**src/rtl/serial_pkg.sv**
```systemverilog
`default_nettype none
// ============================================================================
// serial_pkg : shared state encoding and defaults for the serial link
// Revision   : 1.0
// ============================================================================
package serial_pkg;

  localparam int FRAME_BITS_DEF = 32;
  localparam int CLK_DIV_DEF    = 2;

  typedef enum logic [1:0] {
    ST_IDLE  = 2'd0,
    ST_START = 2'd1,
    ST_DATA  = 2'd2,
    ST_STOP  = 2'd3
  } rx_state_t;

endpackage
`default_nettype wire

```
**src/rtl/bit_timer.sv**
```systemverilog
`default_nettype none
// ============================================================================
// bit_timer : loadable down-counter, o_expire is high while the count is zero
// Revision  : 1.0
// ============================================================================
module bit_timer #(
  parameter int WIDTH = 1
) (
  input  logic             clk,
  input  logic             rst_n,
  input  logic             i_load,
  input  logic [WIDTH-1:0] i_load_val,
  output logic             o_expire
);

  logic [WIDTH-1:0] count_q;
  logic [WIDTH-1:0] count_d;

  // Loading val gives an expiry val+1 cycles later; the count parks at zero.
  always_comb begin
    count_d = count_q;
    if (i_load) begin
      count_d = i_load_val;
    end else if (count_q != '0) begin
      count_d = count_q - WIDTH'(1);
    end
  end

  always_ff @(posedge clk or negedge rst_n) begin
    if (!rst_n) begin
      count_q <= '0;
    end else begin
      count_q <= count_d;
    end
  end

  assign o_expire = (count_q == '0);

endmodule
`default_nettype wire

```
**src/rtl/serial_receiver.sv**
```systemverilog
`default_nettype none
// ============================================================================
// serial_receiver : start/data(MSB first)/stop frame receiver, registered outputs
// Revision        : 1.0
// ============================================================================
module serial_receiver
  import serial_pkg::*;
#(
  parameter int CLK_DIV    = CLK_DIV_DEF,
  parameter int FRAME_BITS = FRAME_BITS_DEF
) (
  input  logic                  Clk,
  input  logic                  Reset,
  input  logic                  Din,
  output logic [FRAME_BITS-1:0] DataOut,
  output logic                  RxDone,
  output logic                  RxBusy,
  output logic                  FrameErr
);

  localparam int CW = $clog2(CLK_DIV);
  localparam int IW = $clog2(FRAME_BITS);

  localparam logic [CW-1:0] c_half_load = CW'(CLK_DIV / 2 - 1);
  localparam logic [CW-1:0] c_bit_load  = CW'(CLK_DIV - 1);
  localparam logic [IW-1:0] c_last_idx  = IW'(FRAME_BITS - 1);

  logic [1:0]            sync_q,     sync_d;
  rx_state_t             state_q,    state_d;
  logic [FRAME_BITS-1:0] shift_q,    shift_d;
  logic [IW-1:0]         idx_q,      idx_d;
  logic                  stop_ok_q,  stop_ok_d;
  logic                  stop_bad_q, stop_bad_d;
  logic [FRAME_BITS-1:0] data_out_q, data_out_d;
  logic                  rx_done_q,  rx_done_d;
  logic                  frame_err_q, frame_err_d;
  logic                  rx_busy_q,  rx_busy_d;

  logic                  din_s;
  logic                  timer_load;
  logic [CW-1:0]         timer_val;
  logic                  timer_expire;

  assign din_s = sync_q[1];

  bit_timer #(
    .WIDTH (CW)
  ) u_bit_timer (
    .clk        (Clk),
    .rst_n      (Reset),
    .i_load     (timer_load),
    .i_load_val (timer_val),
    .o_expire   (timer_expire)
  );

  always_comb begin
    sync_d     = {sync_q[0], Din};
    state_d    = state_q;
    shift_d    = shift_q;
    idx_d      = idx_q;
    stop_ok_d  = 1'b0;
    stop_bad_d = 1'b0;
    timer_load = 1'b0;
    timer_val  = c_bit_load;

    case (state_q)
      ST_IDLE: begin
        if (!din_s) begin
          state_d    = ST_START;
          timer_load = 1'b1;
          timer_val  = c_half_load;
        end
      end
      ST_START: begin
        // Mid start bit: a line that is high again was only a glitch.
        if (timer_expire) begin
          if (din_s) begin
            state_d = ST_IDLE;
          end else begin
            state_d    = ST_DATA;
            idx_d      = c_last_idx;
            timer_load = 1'b1;
          end
        end
      end
      ST_DATA: begin
        if (timer_expire) begin
          shift_d    = {shift_q[FRAME_BITS-2:0], din_s};
          timer_load = 1'b1;
          if (idx_q == '0) begin
            state_d = ST_STOP;
          end else begin
            idx_d = idx_q - IW'(1);
          end
        end
      end
      ST_STOP: begin
        if (timer_expire) begin
          state_d    = ST_IDLE;
          stop_ok_d  = din_s;
          stop_bad_d = !din_s;
        end
      end
      default: begin
        state_d = ST_IDLE;
      end
    endcase

    // Outputs lag the FSM by one register stage; shift_q is still intact
    // because IDLE and START never touch it.
    rx_done_d   = stop_ok_q;
    frame_err_d = stop_bad_q;
    rx_busy_d   = (state_q != ST_IDLE);
    data_out_d  = stop_ok_q ? shift_q : data_out_q;
  end

  always_ff @(posedge Clk or negedge Reset) begin
    if (!Reset) begin
      sync_q      <= 2'b11;
      state_q     <= ST_IDLE;
      shift_q     <= '0;
      idx_q       <= '0;
      stop_ok_q   <= 1'b0;
      stop_bad_q  <= 1'b0;
      data_out_q  <= '0;
      rx_done_q   <= 1'b0;
      frame_err_q <= 1'b0;
      rx_busy_q   <= 1'b0;
    end else begin
      sync_q      <= sync_d;
      state_q     <= state_d;
      shift_q     <= shift_d;
      idx_q       <= idx_d;
      stop_ok_q   <= stop_ok_d;
      stop_bad_q  <= stop_bad_d;
      data_out_q  <= data_out_d;
      rx_done_q   <= rx_done_d;
      frame_err_q <= frame_err_d;
      rx_busy_q   <= rx_busy_d;
    end
  end

  assign DataOut  = data_out_q;
  assign RxDone   = rx_done_q;
  assign RxBusy   = rx_busy_q;
  assign FrameErr = frame_err_q;

endmodule
`default_nettype wire

```
**config.mk**
```make
export PLATFORM = sky130hd
export DESIGN_NAME = serial_receiver
export DESIGN_NICKNAME = d
export VERILOG_FILES = /design/src/rtl/serial_pkg.sv /design/src/rtl/bit_timer.sv /design/src/rtl/serial_receiver.sv
export SDC_FILE = /design/constraint.sdc
export NUM_CORES = 1
export LEC_CHECK = 0
export CORE_MARGIN = 4
export CORE_UTILIZATION = 50
export DETAILED_ROUTE_END_ITERATION = 10
export DONT_BUFFER_PORTS = 1
export PLACE_DENSITY = 0.62
export SLEW_MARGIN = 20
export SYNTH_ARGS = -nofsm -noshare
export SYNTH_HDL_FRONTEND = slang
export SYNTH_SLANG_ARGS = --single-unit
```
**constraint.sdc**
```tcl
create_clock -name Clk -period 2.5 [get_ports Clk]
set_clock_uncertainty 0.2 [all_clocks]
set_input_delay 0.25 -clock Clk [delete_from_list [all_inputs] [get_ports Clk]]
set_output_delay 0.25 -clock Clk [all_outputs]
set_load 0.01 [all_outputs]
```
Word level (Yosys, flattened, before mapping)
Index checks and enable logic that the tools add are counted.
{ "word_totals": {"reg_bits": 79, "input_bits": 3, "out_inout_bits": 35, "wordCells": 56} }
{ "op_classes": {"addsub": 2, "eq_ne": 10, "muxes": 24, "n_bitwise": 1, "n_reduce_logical": 8} }
{ "op_table": {"columns": ["cell", "n"], "rows": [
  ["$mux 5", 4],
  ["$ne 2x2->1 const B", 7],
  ["$mux 2", 6],
  ["$mux 1", 11],
  ["$pmux 5 s2", 1],
  ["$reduce_and 5->1", 2],
  ["$pmux 2 s4", 1],
  ["$logic_not 5->1", 1],
  ["$sub 5x1->5 const B", 1],
  ["$eq 2x2->1 const B", 2],
  ["$reduce_bool 2->1", 2],
  ["$pmux 1 s3", 1],
  ["$eq 2x1->1 const B", 1],
  ["$logic_not 2->1", 1],
  ["$reduce_and 2->1", 1],
  ["$logic_not 1->1", 1],
  ["$not 1->1", 1],
  ["$sub 1x1->1 const B", 1]
]} }

Longest topological paths before layout
Gate-level depths: netlist (run 1).
{ "depth": {"word_depth": 4, "ltp_mapped": 5, "ltp_nobuf": 5} }

Modules after synthesis
A second synthesis (run 1) with hierarchy kept.
{ "unflattened": {"hier_cells": 194, "area_unflattened_um2": 3056.7} }
{ "by_module_without_submodules": {"columns": ["mod", "instances", "cells_per_inst", "area_per_inst_um2"], "rows": [
  ["serial_receiver", 1, 191, 3021.6],
  ["bit_timer", 1, 3, 35.0]
]} }

Least setup slack after synthesis (run 1)
OpenSTA, ideal clock, no wires.
{ "synth_path": {"kind": "register -> register", "start": "register idx_q[0]", "end": "register idx_q[2]", "setup_ps": 128, "arrival_time_ps": 1483, "required_ps": 2172, "path_slack_ps": 689, "path_stages_with_launch": 6, "synth_period_minus_slack_ps": 1811, "path_cell_list": "dfrtp_1 > inv_1 > ha_1 > nor4b_1 > a2bb2oi_1 > o22ai_1"} }
{ "synth_via": {"elab_chain_len": 4} }
{ "synth_lines": {"columns": ["element", "line_no", "source"], "rows": [
  ["from (decl)", "serial_receiver.sv:31", "logic [IW-1:0] idx_q, idx_d;"],
  ["from (signal assigned)", "serial_receiver.sv:133", "idx_q <= idx_d;"],
  ["$sub 5x1->5", "serial_receiver.sv:93", "idx_d = idx_q - IW'(1);"],
  ["$mux 5", "serial_receiver.sv:90", "if (idx_q == '0) begin"],
  ["$mux 5", "serial_receiver.sv:87", "if (timer_expire) begin"],
  ["$pmux 5 s2", "serial_receiver.sv:66", "case (state_q)"]
]} }
Several ways; a longest one is shown, not always the timed one. The select of a mux whose other input is x is not followed.
A chain may end at the register's enable or synchronous reset.

Worst setup path after layout (run 1)
Ends and elaborated chain as after synthesis.

==> results.yml, run 1 <==
worst_setup_path:
  start_kind: "register"
  crit_fanout: 5
  r2r_start: "idx_q[0]$_DFFE_PN0P_"
  arrival_ps: 1890
  endpoint: "idx_q[2]$_DFFE_PN0P_"
  reg2reg_to: "idx_q[2]$_DFFE_PN0P_"
  worstSetupPathType: "register to register"
  setup.worst_path.start: "idx_q[0]$_DFFE_PN0P_"
  ff2ff_path_depth: 6
  required_ps: 2500
  r2r_slack_ps: 610
  cp-end-kind: "register"
logic_synthesis:
  synthCells: 187
  syn_area_um2: 3030
  synth_area_leaders: "dfrtp_1, mux2_2, mux2_4"
  yosys.area.top_type: "dfrtp_1"
  yosys.cell_types.count: 29
  synth_top_area_share_pct: 63.6
  avgSynthCellArea_um2: 16.2
  ys_seq_area_share_pct: 65.3
  ys_seq_elements: 79
  syn_nets: 191
  yosys_warnings: 0
global_route:
  grt_util_all_layers_pct: 14.6
  grt_antenna_before_repair: 0
  grt_pass1_vias: 1602
  grt-ovfl-total: 0
  grt_pass1_wl_mm: 8.20
  grt_max_degree: 80
die:
  coreArea_um2: 5890
  start_util_pct: 51.5
  die-height_um: 85.9
  io_pins: 38
  die-area_um2: 7370
  die_w_um: 85.9
  num_rows: 28
placement:
  port_buffers: 0
  place_congestion: 0.732
  preCtsSetupSlack_ps: 642
  dp_hpwl_mm: 3.08
  dp.cells: 258
layout:
  drive_gt1_share_pct: 43.6
  diodes: 0
  syn_to_final_growth_pct: 11.2
  fill_cells: 442
  nets: 201
  instances_no_fill: 277
cts:
  root_buffer: "clkbuf_8"
  cts_inserted_buffers: 9
  clock_sink_count: 79
  cts_resized: 0
  cts_tree: "done"
  clk_path_buf_depth: 2
  htreeDepth: 3
  clkTransAtPathRegs_ps: 70
  insertion_delay_ps: 330
power:
  p_leak_nw: 1.69
  ir_drop_v: 0.000680
  power.density_nw_per_um2: 1010
sta:
  period_share_pct: 75.4
  drv_slew: 0
  relSlewSlack_pct: 71.9
  rsz0062_at_grt: "false"
  layout_setup_ws_ps: 614
  fin_crit_ps: 1890
  setup_viol: 0
  max_freq_mhz: 530
  worst_pin_slew_ps: 422
  tns_ps: 0
  hold_viol: 0
run:
  max-cap-violations: 0
detailed_routing:
  drt_pass1_iterations: 4
  wl_mm: 4.84
  wl_per_cell_um: 17.5
  drtIter0Drc: 90
  route.antenna.remaining_nets: 0
  avgViaCountPerCell: 5.46
  vias: 1513
  drc_errors: 0
outcome:
  status: "finished, final reports clean"
min_path:
  min_path_type: "register to register"
## per-stage QoR
stage / hold slack (ps) / cell area [um^2] / power, W / utilization, %
3_3_place_gp: -242 / 3100 / 0.00231 / 52.7
2_1_floorplan: -246 / 3030 / 0.00223 / -
4_1_cts: 154 / 3370 / 0.00343 / 57.3
6_report: 156 / 3370 / 0.00339 / 57.3
3_5_place_dp: -243 / 3100 / 0.00235 / 52.7
5_1_grt: 168 / 3370 / 0.00358 / 57.3
## cells by family after synthesis
family / count (synthesis) / synth area share (%)
mux: 65 / 26.0
buf+inv: 14 / 2.52
fa+ha+maj: 1 / 0.413
compound gates: 12 / 2.68
simple gates: 16 / 3.10
flops: 79 / 65.3
## placed cells by master, fill, tap and decap left out, drive strengths merged, types with 2 or more instances in the layout
| cell | n |
|---|---|
| dlygate4sd3 | 2 |
| dfrtp | 77 |
| o22ai | 2 |
| o31ai | 2 |
| bufinv | 2 |
| nand2b | 2 |
| clkinv | 2 |
| buf | 5 |
| nand2 | 4 |
| nor4b | 2 |
| inv | 6 |
| a21oi | 4 |
| clkbuf | 11 |
| mux2 | 64 |
| dfstp | 2 |
| nor3 | 2 |
## flip-flops by register name, indices dropped and copies added (netlist names), named ones only
name	flops
u_bit_timer.count_q	1
frame_err_d	1
RxDone	1
FrameErr	1
DataOut	32
rx_done_d	1
shift_q	32
sync_q	2
state_q	1
RxBusy	1
idx_q	5
## timing repair
action / 4_1_cts / 5_1_grt
buffers inserted: 0 / 0
hold buffers: 3 / 0
hold endpoints to repair: 80 / 0
## critical path, stage by stage, from the launching register on
cell and delay, ps:
dfrtp_1 390, inv_1 100, ha_1 190, nor4b_1 260, buf_4 200, a2bb2oi_1 280, o22ai_1 140
## worst min path at each step
| stage | cells past startpoint | endpoint | from | slack, ps |
|---|---|---|---|---|
| after CTS | 0 | FrameErr$_DFF_PN0_ | frame_err_d$_DFF_PN0_ | 150 |
| after detailed placement | 0 | idx_q[0]$_DFFE_PN0P_ | Reset | -240 |
| after global placement | 0 | RxBusy$_DFF_PN0_ | Reset | -240 |
| final | 0 | FrameErr$_DFF_PN0_ | frame_err_d$_DFF_PN0_ | 160 |
| after global routing | 0 | sync_q[1]$_DFF_PN1_ | sync_q[0]$_DFF_PN1_ | 170 |
| after floorplan | 0 | DataOut[0]$_DFFE_PN0P_ | Reset | -250 |
## synth_stat cells (all sizes together)
library cell / n
a21oi: 4
a2bb2oi: 1
a31oi: 1
a32oi: 1
and3: 1
buf: 7
clkbuf: 1
dfrtp: 77
dfstp: 2
ha: 1
inv: 6
mux2: 64
mux2i: 1
nand2: 4
nand2b: 2
nand3b: 1
nor2: 1
nor2b: 1
nor3: 2
nor4: 1
nor4b: 2
o21ai: 1
o22ai: 2
o31ai: 2
or3b: 1
## layer usage
| layer | share of wire (%) | vias to the layer above | global-route usage, % | routed length, um |
|---|---|---|---|---|
| li1 | - | 685 | - | - |
| met1 | 44 | 777 | 19.6 | 2140 |
| met2 | 47 | 43 | 21.3 | 2290 |
| met3 | 6.5 | 8 | 4.42 | 315 |
| met4 | 1.7 | 0 | 8.20 | 81 |
| met5 | 0 | - | 0 | 0 |
## report_power, final
part	leakage [nW]	internal [W]	switching, W
clock network	0.110	0.000590	0.000438
registers	1.05	0.00151	0.000219
logic	0.527	0.000330	0.000307
## area by class of cell
class / count / area, um^2 / area share, %
Tap cell: 75 / 93.8 / 2.78
Inverter: 6 / 22.5 / 0.668
Multi-Input combinational cell: 94 / 975 / 28.9
Timing Repair Buffer: 7 / 77.6 / 2.30
Clock inverter: 5 / 81.3 / 2.41
Clock buffer: 11 / 141 / 4.19
Sequential cell: 79 / 1980 / 58.7
(Power assumes the default switching activity.)
==> inputs of run 2 (changes only) <==
Settings changed: ABC_AREA from default to 1.
Clock period 2.5 ns to 1.9 ns, I/O delays scaled along.
==> run 2 against run 1 <==
Compared with the run above: the run now ends with negative hold slack left; flip-flop and latch count unchanged; critical endpoint is now idx_q[3]$_DFFE_PN0P_; die area up 0.45%; largest cell class unchanged; setup slack worse by 280 ps; combinational power up 73%; register-to-register slack worse by 280 ps; utilization down 0.78 points; sequential power up 57%; largest power group unchanged.
==> results.yml, run 2 <==
outcome:
  status: "complete, but fails checks"
  violations: "negative hold slack"
detailed_routing:
  route.antenna.remaining_nets: 0
  drc_errors: 0
  drt_pass1_iterations: 4
  avgViaCountPerCell: 4.96
  wl_mm: 4.89
  vias: 1908
  wl_per_cell_um: 12.7
  drtIter0Drc: 83
cts:
  insertion_delay_ps: 340
  clkTransAtPathRegs_ps: 80
  root_buffer: "clkbuf_8"
  htreeDepth: 3
  cts_tree: "done"
  postCtsHoldBufs: 1
  clk_path_buf_depth: 2
  clock_sink_count: 79
  cts_inserted_buffers: 9
worst_setup_path:
  required_ps: 1930
  slowest_delay_ps: 350
  cp_common_cell: "nand2_1"
  crit_path_cell_trace: "inv_1, ha_1, nand3_1, nand2_1, nand2_2, nand2_1, nand2_1, nand2_1"
  crit_fanout: 7
  start_kind: "register"
  arrival_ps: 1600
  worstSetupPathType: "register to register"
  cp-end-kind: "register"
  setup.worst_path.start: "idx_q[0]$_DFFE_PN0P_"
  crit_slowest_cell: "dfrtp_1"
  r2r_start: "idx_q[0]$_DFFE_PN0P_"
logic_synthesis:
  synth_top_area_share_pct: 63.3
  synth_common_cells: "dfrtp_1, nand2_1, inv_1, nor2_1, a21oi_1"
  synthCells: 303
  yosys_warnings: 0
  async_flop_share_pct: 100
  yosys.cell_types.count: 23
  yosysMostFrequentCell: "dfrtp_1"
  avgSynthCellArea_um2: 10.1
  synth_area_leaders: "dfrtp_1, nand2_1, a21oi_1"
  ys_seq_area_share_pct: 65.0
  synth-edff-count: 0
  synth-main-ff-cell: "dfrtp_1"
  yosys.area.top_type: "dfrtp_1"
  syn_area_um2: 3050
  ys_seq_elements: 79
  syn_nets: 307
power:
  p_total_w: 0.00519
  power.density_nw_per_um2: 1550
  p_leak_nw: 1.59
  ir_drop_v: 0.000705
sta:
  whs_ps: -664
  hold_viol: 79
  drv_slew: 0
  fin_crit_ps: 1560
  tns_ps: 0
  rsz0062_at_grt: "false"
  setup_viol: 0
  relSlewSlack_pct: 66.1
  period_share_pct: 82.3
  max_freq_mhz: 639
  worst_pin_slew_ps: 509
global_route:
  grt_pass1_wl_mm: 8.95
  grt_pass1_vias: 1989
  grt_util_all_layers_pct: 15.5
  grt_antenna_before_repair: 0
  grt-ovfl-total: 0
  grt_max_degree: 80
layout:
  final_common_cell: "dfrtp_1"
  nets: 309
  diodes: 0
  final_cell_mix: "dfrtp_1, nand2_1, inv_1, nor2_1, a21oi_1"
  syn_to_final_growth_pct: 9.82
  drive_gt1_share_pct: 12.6
  instances_no_fill: 385
  final_util_pct: 56.5
die:
  coreArea_um2: 5920
  die-height_um: 86.0
  die_w_um: 86.0
  num_rows: 28
  die-area_um2: 7400
  start_util_pct: 51.4
  io_pins: 38
placement:
  dp_hpwl_mm: 3.19
  port_buffers: 0
  place_congestion: 0.877
  dp.cells: 368
min_path:
  min_path_type: "input port to asynchronous set/reset pin"
run:
  max-cap-violations: 0
## run 2: cell types whose count changed after synthesis, sizes merged, moves of 21 or more
cell / before / now
o21ai: 1 / 29
a21oi: 4 / 25
mux2: 64 / 7
inv: 6 / 34
nand2: 4 / 69
nor2: 1 / 29
## run 2: timing repair
action                                 CTS  global route
endpoints found under the hold margin   80            79
setup buffers                            0             0
resized for setup                        0             0
## run 2: final timing paths
kind / endpoint / slack [ps] / depth (start not counted)
worst min-delay path: shift_q[13]$_DFFE_PN0N_ / -660 / 0
worst max register to register: idx_q[3]$_DFFE_PN0P_ / 340 / 8
worst max-delay path: idx_q[3]$_DFFE_PN0P_ / 340 / 8
worst min register to register: FrameErr$_DFF_PN0_ / 150 / 0
max in group asynchronous: sync_q[1]$_DFF_PN1_ / 1960 / 0
min in group Clk: FrameErr$_DFF_PN0_ / 150 / 0
## run 2: kinds of logic after synthesis
group,after synthesis,synth area share (%)
AO/OA/AOI/OAI,54,9.61
multiplexers,7,2.59
flip-flops,79,65.0
buffers and inverters,47,6.86
AND/OR/NAND/NOR,115,15.5
adder cells (fa/ha/maj),1,0.411
## run 2: routing by layer
metal	wire (um)	global-route usage (%)
met3	294	4.71
met4	121	9.64
met1	2300	20.3
met2	2180	22.6
met5	0	0
## run 2: layout make-up
class,count,area (um^2)
inverter,35,131
fill,516,2580
sequential,79,1980
clock inverter,4,76.3
tap,75,93.8
clock buffer,12,155
timing repair buffer,3,50.0
multi-input combinational,177,857
## run 2: through the flow
stage               worst slack, ps  instance area (um^2)
CTS                             341                  3340
global route                    180                  3340
finish                          336                  3340
detailed placement              357                  3100
floorplan                       508                  3050
global placement                366                  3100
## run 2: where the power goes
part	internal [W]	total, W	switching [W]
Combinational	0.000400	0.00110	0.000695
Clock	0.000817	0.00139	0.000578
Sequential	0.00219	0.00270	0.000509
## run 2: critical path, delay by kind of cell, from the launching register on
family                     cells  cell delay, ps
adders and majority gates      1             230
buffers and inverters          1              80
DFF                            1             350
and+or+nand+nor                6             600
